File: config.mk
export PLATFORM = sky130hd
export DESIGN_NAME = seq_detect_param
export DESIGN_NICKNAME = d
export VERILOG_FILES = /design/src/rtl/seq_detect_param.sv
export SDC_FILE = /design/constraint.sdc
export NUM_CORES = 1
export LEC_CHECK = 0
export CELL_PAD_IN_SITES_DETAIL_PLACEMENT = 0
export CELL_PAD_IN_SITES_GLOBAL_PLACEMENT = 1
export CORE_AREA = 2 2 39 41
export CTS_BUF_LIST = sky130_fd_sc_hd__clkbuf_8
export DETAILED_ROUTE_END_ITERATION = 12
export DIE_AREA = 0 0 41 43
export PLACE_DENSITY_LB_ADDON = 0.1
export REMOVE_ABC_BUFFERS = 1
export SYNTH_ARGS = -nofsm -noshare
export SYNTH_HDL_FRONTEND = slang
export SYNTH_SLANG_ARGS = --single-unit
File: constraint.sdc
create_clock -name clk -period 1.3 [get_ports clk]
set_input_delay 0.13 -clock clk [delete_from_list [all_inputs] [get_ports clk]]
set_output_delay 0.13 -clock clk [all_outputs]
set_load 0.05 [all_outputs]
File: src/rtl/seq_detect_param.sv
`default_nettype none
// ============================================================================
// Module      : seq_detect_param
// Description : Serial pattern detector with a runtime-loadable pattern,
//               overlapping/non-overlapping modes and an optional saturating
//               hit counter (enabled by defining HIT_COUNT_EN).
// Revision    : 1.0 - initial release
// ============================================================================
module seq_detect_param #(
  parameter int               PAT_W       = 3,
  parameter logic [PAT_W-1:0] PAT_DEFAULT = {PAT_W{1'b1}},
  parameter int               CNT_W       = 8
) (
  input  logic             clk,
  input  logic             rst,
  input  logic             en,
  input  logic             ina,
  input  logic             pat_load,
  input  logic [PAT_W-1:0] pat_in,
  input  logic             overlap,
  output logic             dataout,
  output logic             hit_pulse
`ifdef HIT_COUNT_EN
  ,
  input  logic             cnt_clr,
  output logic [CNT_W-1:0] hit_count
`endif
);

  localparam int                FILL_W      = $clog2(PAT_W + 1);
  localparam logic [FILL_W-1:0] C_FILL_MAX  = FILL_W'(PAT_W);
  localparam logic [FILL_W-1:0] C_FILL_FULL = FILL_W'(PAT_W - 1);

  typedef enum logic [1:0] {
    ST_FILL  = 2'd0,
    ST_ARMED = 2'd1,
    ST_MATCH = 2'd2
  } state_t;

  if (PAT_W < 2) begin : g_pat_w_check
    $error("seq_detect_param: PAT_W must be >= 2");
  end

  if (CNT_W < 1) begin : g_cnt_w_check
    $error("seq_detect_param: CNT_W must be >= 1");
  end

  state_t            r_state;
  logic [PAT_W-1:0]  r_pat;
  logic [PAT_W-2:0]  r_sh;
  logic [FILL_W-1:0] r_fill;

  logic [PAT_W-1:0]  w_win;
  logic [FILL_W-1:0] w_fill_inc;
  logic              w_full;
  logic              w_hit;

  assign w_win      = {r_sh, ina};
  assign w_full     = (r_fill >= C_FILL_FULL);
  assign w_fill_inc = (r_fill == C_FILL_MAX) ? r_fill : r_fill + FILL_W'(1);
  // A load strobe discards the current sample, so it can never produce a hit.
  assign w_hit      = en && !pat_load && w_full && (w_win == r_pat);

  always_ff @(posedge clk or posedge rst) begin
    if (rst) begin
      r_pat     <= PAT_DEFAULT;
      r_sh      <= '0;
      r_fill    <= '0;
      r_state   <= ST_FILL;
      dataout   <= 1'b0;
      hit_pulse <= 1'b0;
    end else if (pat_load) begin
      r_pat     <= pat_in;
      r_sh      <= '0;
      r_fill    <= '0;
      r_state   <= ST_FILL;
      dataout   <= 1'b0;
      hit_pulse <= 1'b0;
    end else if (en) begin
      hit_pulse <= w_hit;
      if (w_hit && !overlap) begin
        // Non-overlapping: restart collection so the next hit needs PAT_W fresh bits.
        r_sh    <= '0;
        r_fill  <= '0;
        r_state <= ST_MATCH;
        dataout <= 1'b1;
      end else begin
        r_sh   <= w_win[PAT_W-2:0];
        r_fill <= w_fill_inc;
        if (w_hit) begin
          r_state <= ST_MATCH;
          dataout <= 1'b1;
        end else if (r_state == ST_MATCH && !overlap) begin
          r_state <= ST_FILL;
          dataout <= 1'b0;
        end else if (w_fill_inc >= C_FILL_FULL) begin
          r_state <= ST_ARMED;
          dataout <= 1'b0;
        end else begin
          r_state <= ST_FILL;
          dataout <= 1'b0;
        end
      end
    end else begin
      hit_pulse <= 1'b0;
    end
  end

`ifdef HIT_COUNT_EN
  localparam logic [CNT_W-1:0] C_CNT_MAX = {CNT_W{1'b1}};

  always_ff @(posedge clk or posedge rst) begin
    if (rst) begin
      hit_count <= '0;
    end else if (cnt_clr) begin
      hit_count <= '0;
    end else if (w_hit && hit_count != C_CNT_MAX) begin
      hit_count <= hit_count + CNT_W'(1);
    end
  end
`endif

endmodule
`default_nettype wire
**Word level (Yosys, flattened, before mapping)**

Cells that the tools add are included.

- Register bits: 9
- Input port bits: 9
- Output and inout bits: 2
- Word-level logic and storage cells: 31

- Add/sub/neg operators: 1
- $lt $le $gt $ge: 1
- Eq/ne operators: 3
- Muxes and demuxes: 13
- Reduce and logical (&&, ||, !) cells: 8

Operators with widths:

| kind | number |
|---|---|
| 2-bit 2-to-1 mux | 7 |
| 1-bit 2-to-1 mux | 6 |
| 1-bit logical AND | 4 |
| 3-bit == test | 1 |
| 3-bit by 2-bit inequality test with 1-bit output, second input constant | 1 |
| 2-bit by 1-bit adder with 2-bit output, second input constant | 1 |
| 2-bit == test, second input constant | 1 |
| 2-bit greater-or-equal comparator, second input constant | 1 |
| 1-bit logical NOT | 2 |
| 2-bit AND reduction | 1 |
| 2-bit nonzero test | 1 |

**Depth between registers and ports, before layout**

- Depth after elaboration: 8
- Depth in mapped cells: 5
- Depth with buffers taken out: 5

**Worst setup path before layout**

No wires, ideal clock.

- Path type: reg-to-reg
- Start point: register r_pat[2]
- End point: register r_fill[0]
- Setup time: 0.138 ns
- Data arrival time: 1.071 ns
- Required time: 1.162 ns
- Path slack: 0.091 ns
- Cell stages (with the launch flop): 4
- Path buffers: 0
- Clock period less this slack: 1.209 ns
- Path through: dfstp_2 > xor2_1 > nor4_2 > a211oi_1

- Longest elaborated chain between the ends: 6
- Elaborated cells on any way between the ends: 8
- Those cells by class: eq/ne: 2; mux: 3; reduce/logical: 3

RTL lines:

| element | line | text |
|---|---|---|
| from (decl) | 49 | `logic [PAT_W-1:0] r_pat;` |
| from (signal assigned) | 73 | `r_pat <= pat_in;` |
| 3-bit == test (*) | 62 | `assign w_hit = en && !pat_load && w_full && (w_win == r_pat);` |
| 1-bit logical AND (*) | 62 |  |
| 1-bit logical AND (*) | 81 | `if (w_hit && !overlap) begin` |
| 2-bit 2-to-1 mux | 81 |  |
| 2-bit 2-to-1 mux | 79 | `end else if (en) begin` |
| 2-bit 2-to-1 mux | 72 | `end else if (pat_load) begin` |
| to (signal assigned) | 89 | `r_fill <= w_fill_inc;` |
| to (decl) | 51 | `logic [FILL_W-1:0] r_fill;` |

Mark *: on every way between the ends. The rest lies on a longest branch, timed or not. The select of a mux whose other input is x is not followed.
A chain may end at the register's enable or synchronous reset.

**Final worst setup path**

- Start point: register r_fill[0]
- End point: register r_sh[1]

- Longest elaborated chain between the ends: 7

RTL lines:

| element | line | text |
|---|---|---|
| 2-bit greater-or-equal comparator | 59 | `assign w_full = (r_fill >= C_FILL_FULL);` |
| 1-bit logical AND (2 in a row) | 62 |  |
| 1-bit logical AND | 81 |  |
| 2-bit 2-to-1 mux | 81 |  |
| 2-bit 2-to-1 mux | 79 |  |
| 2-bit 2-to-1 mux | 72 |  |
| to (signal assigned) | 88 | `r_sh <= w_win[PAT_W-2:0];` |
| to (decl) | 50 | `logic [PAT_W-2:0] r_sh;` |

Every way passes these cells. The select of a mux whose other input is x is not followed.

==> metrics.md <==
| Metric | Value |
|---|---|
| Failing checks | negative setup slack |
| Sw Share | 0.258 |
| Initial antenna violation count | 0 |
| Library cells used by synthesis | 23 |
| Starting Density | 0.354 |
| Power Internal | between 0.0006 and 0.0007 W |
| I/O pins | 11 |
| Htree depth | 1 |
| Largest net degree at the start of global routing | 10 |
| Clock latency on the worst-skew pair | 0.22 ns |
| Adder-cell area share of the yosys netlist | 0.0512 |
| Port buffer count | 10 |
| Synthesized area | 489 sq um |
| Share of cells above drive strength 1 | 0.452 |
| Synth Area in XOR/XNOR | 0.0716 |
| Post-synthesis register bit count | 9 |
| Min-delay worst type | input pin to async pin |
| Clock Sinks | 9 |
| Most common cell after layout, fill and taps aside | clkdlybuf4s50_1 |
| Status | finished with violations |
| Fin cells | 78 |
| Synth Area in Compound Gates | 0.138 |
| Placed cell count | 71 |
| Cts bufs inserted | 3 |
| Synthesis-to-finish area growth | 62.1% |
| CP Launch Type | flop |
| CP Cell Sequence | inv_1 -> ha_2 -> nor2_1 -> nor4b_1 -> o22ai_1 |
| RSZ-0062 raised after global routing | true |
| Switch Pwr | 0.000216 W |
| NumNets Final | 74 |
| WP buf/inv | 1 |
| Type of destination of the critical path | flop |
| Fin. max-slew vios | 0 |
| Period minus WS final | 1.32 ns |
| Most frequent cells in the layout | clkdlybuf4s50_1 (8), dfrtp_1 (6), buf_4 (6) |
| Pre-CTS setup slack | -0.124 ns |
| Final ANT Viol Nets | 0 |
| WL/cell | between 10 and 15 microns |
| Part of the power in the clock network | 0.360 |
| CTS tree | done |
| HPWL after detailed placement | 761 microns |
| RePlAce Congestion | between 0.6 and 0.7 |
| Chip width | between 40 and 50 microns |
| GRT Total Usage | 0.154 |
| Longest Clk Path Bufs | 2 |
| Tot Pwr | 0.000836 W |
| CP Class | flop to flop |
| Final WS setup | -0.0232 ns |
| Via density | 5.04 |
| Max stage delay on crit path | around 0.40 ns |
| Total grt overflow | 0 |
| Mean Syn Cell Area | 11.1 sq um |
| Combinational power share | 0.230 |
| Synth Area in Simple Gates | 0.161 |
| Root buffer cell | clkbuf_8 |
| Achievable frequency | 756 MHz |
| Post-synthesis mux area share | 0.0691 |
| Flop pwr share | 0.410 |
| Worst Tran Pin Value | 0.336 ns |
| Clock skew | 0.00346 ns |
| Vias in the first global route | 434 |
| Antenna cells | 0 |
| Crit path max-delay family | flip-flops |
| Final Hold Fails | 0 |
| Routed WL | between 1 and 1.5 mm |
| TNS Setup | -0.0232 ns |
| Max FO, Critical Path | 3 |
| Max Cap Violations | 0 |
| CP arrival | 1.41 ns |
| # hold bufs at CTS | 0 |
| Period utilization | 1.02 |
| Slowest CP cell | dfrtp_1 |
| Yosys Warn Count | 0 |
| Core area | 0.00138 sq mm |
| Pwr Density | 1050 mW/mm^2 |
| Clock Pin Slew Worst Setup and Hold Paths | 0.04 ns |
| Largest family of logic cells by synthesized area | simple AND/OR/NAND/NOR gates |
| DIE AREA | 0.00176 sq mm |
| Final setup viols | 1 |
| DR pass1 iterations | 2 |
| # DRC | 0 |
| Die height | 43 microns |
| Static Leak | ~0.32 nW |
| First-pass GRT wire length | 1.85 mm |
| Post-synthesis sequential area ratio | 0.468 |
| Via count | 393 |
| Slew headroom | 0.776 |
| Site Rows | 14 |
| VDD IR max | 703 uV |
| DR iter-0 viols | 6 |
| Worst Path Required | 1.39 ns |
| Synthesized instance count | 44 |
-- through the flow --
| stage | util | instance area, sq um | hold WS [ns] |
|---|---|---|---|
| floorplan | - | 480 | -0.0442 |
| detailed placement | 0.465 | 643 | 0.413 |
| global placement | 0.465 | 643 | 0.402 |
| CTS | 0.533 | 737 | 0.174 |
| global route | 0.573 | 793 | 0.206 |
| finish | 0.573 | 793 | 0.161 |
-- repair_timing --
item / 4_1_cts / 5_1_grt
pin swaps: 1 / 4
endpoints found under the setup margin: 3 / 6
setup buffers: 3 / 0
hold endpoints to repair: 0 / 0
gates resized for setup: 5 / 8
-- registers in the layout, summed over array words and instances, names as in the netlist --
name       flops
dataout        1
r_sh           2
r_fill         2
hit_pulse      1
r_pat          3
-- area by class of cell --
class	count	area, sq um
flip-flops and latches	9	229
fillers	120	591
repair buffers	16	165
clock inverters	1	3.75
inverters	3	11.3
well taps	16	20.0
clock buffers	3	41.3
multi-input cells	30	323
-- power by group through the flow --
stage               registers (W)  clock network [W]   logic, W
finish                   0.000343           0.000301   0.000193
CTS                      0.000336           0.000310   0.000164
global route             0.000345           0.000333   0.000210
floorplan                0.000334                  0  0.0000770
detailed placement       0.000336                  0   0.000140
global placement         0.000333                  0   0.000136
-- kinds of logic (layout without fill, tap and decap cells) --
kind of cell / Yosys count / count (layout)
buf+inv: 5 / 23
xor+xnor: 4 / 4
mux: 3 / 3
compound gates: 10 / 10
fa+ha+maj: 2 / 2
simple gates: 11 / 11
flops: 9 / 9
-- cell usage after synthesis --
cell type | n | area (sq um)
and2_1 | 1 | 6.26
dfstp_2 | 3 | 78.8
nand3b_1 | 2 | 15.0
buf_2 | 1 | 5.00
o21ba_1 | 1 | 10.0
nor2b_1 | 4 | 25.0
ha_1 | 2 | 25.0
and2b_1 | 1 | 7.51
xnor2_1 | 1 | 8.76
mux2_2 | 3 | 33.8
a31oi_1 | 2 | 12.5
clkbuf_1 | 1 | 3.75
a211oi_1 | 2 | 15.0
dfrtp_1 | 6 | 150
xor2_1 | 3 | 26.3
o41ai_1 | 1 | 8.76
nor2_1 | 1 | 3.75
o22ai_1 | 1 | 6.26
inv_1 | 3 | 11.3
nor4b_1 | 1 | 8.76
nor4_2 | 1 | 12.5
a21oi_1 | 1 | 5.00
o21ai_0 | 2 | 10.0
-- routing by layer --
layer | routed length [microns] | share of wire | vias up | track usage
met5 | 0 | 0 | - | 0
met4 | 0 | 0 | 0 | 0.0400
met3 | 37 | 0.032 | 0 | 0.0314
met2 | 655 | 0.57 | 8 | 0.241
met1 | 466 | 0.40 | 197 | 0.209
li1 | - | - | 188 | -
-- final timing paths --
kind                       startpoint        to  slack (ns)  depth (start not counted)
max                         r_fill[0]   r_sh[1]       -0.02                          5
min                               rst   dataout        0.16                          2
max reg2reg                 r_fill[0]   r_sh[1]       -0.02                          5
min reg2reg                  r_pat[1]  r_pat[1]        0.65                          1
max in group asynchronous         rst  r_pat[1]        0.84                          2
min in group clk            pat_in[0]  r_pat[0]        0.53                          2
Power figures use the tool's default switching activity.
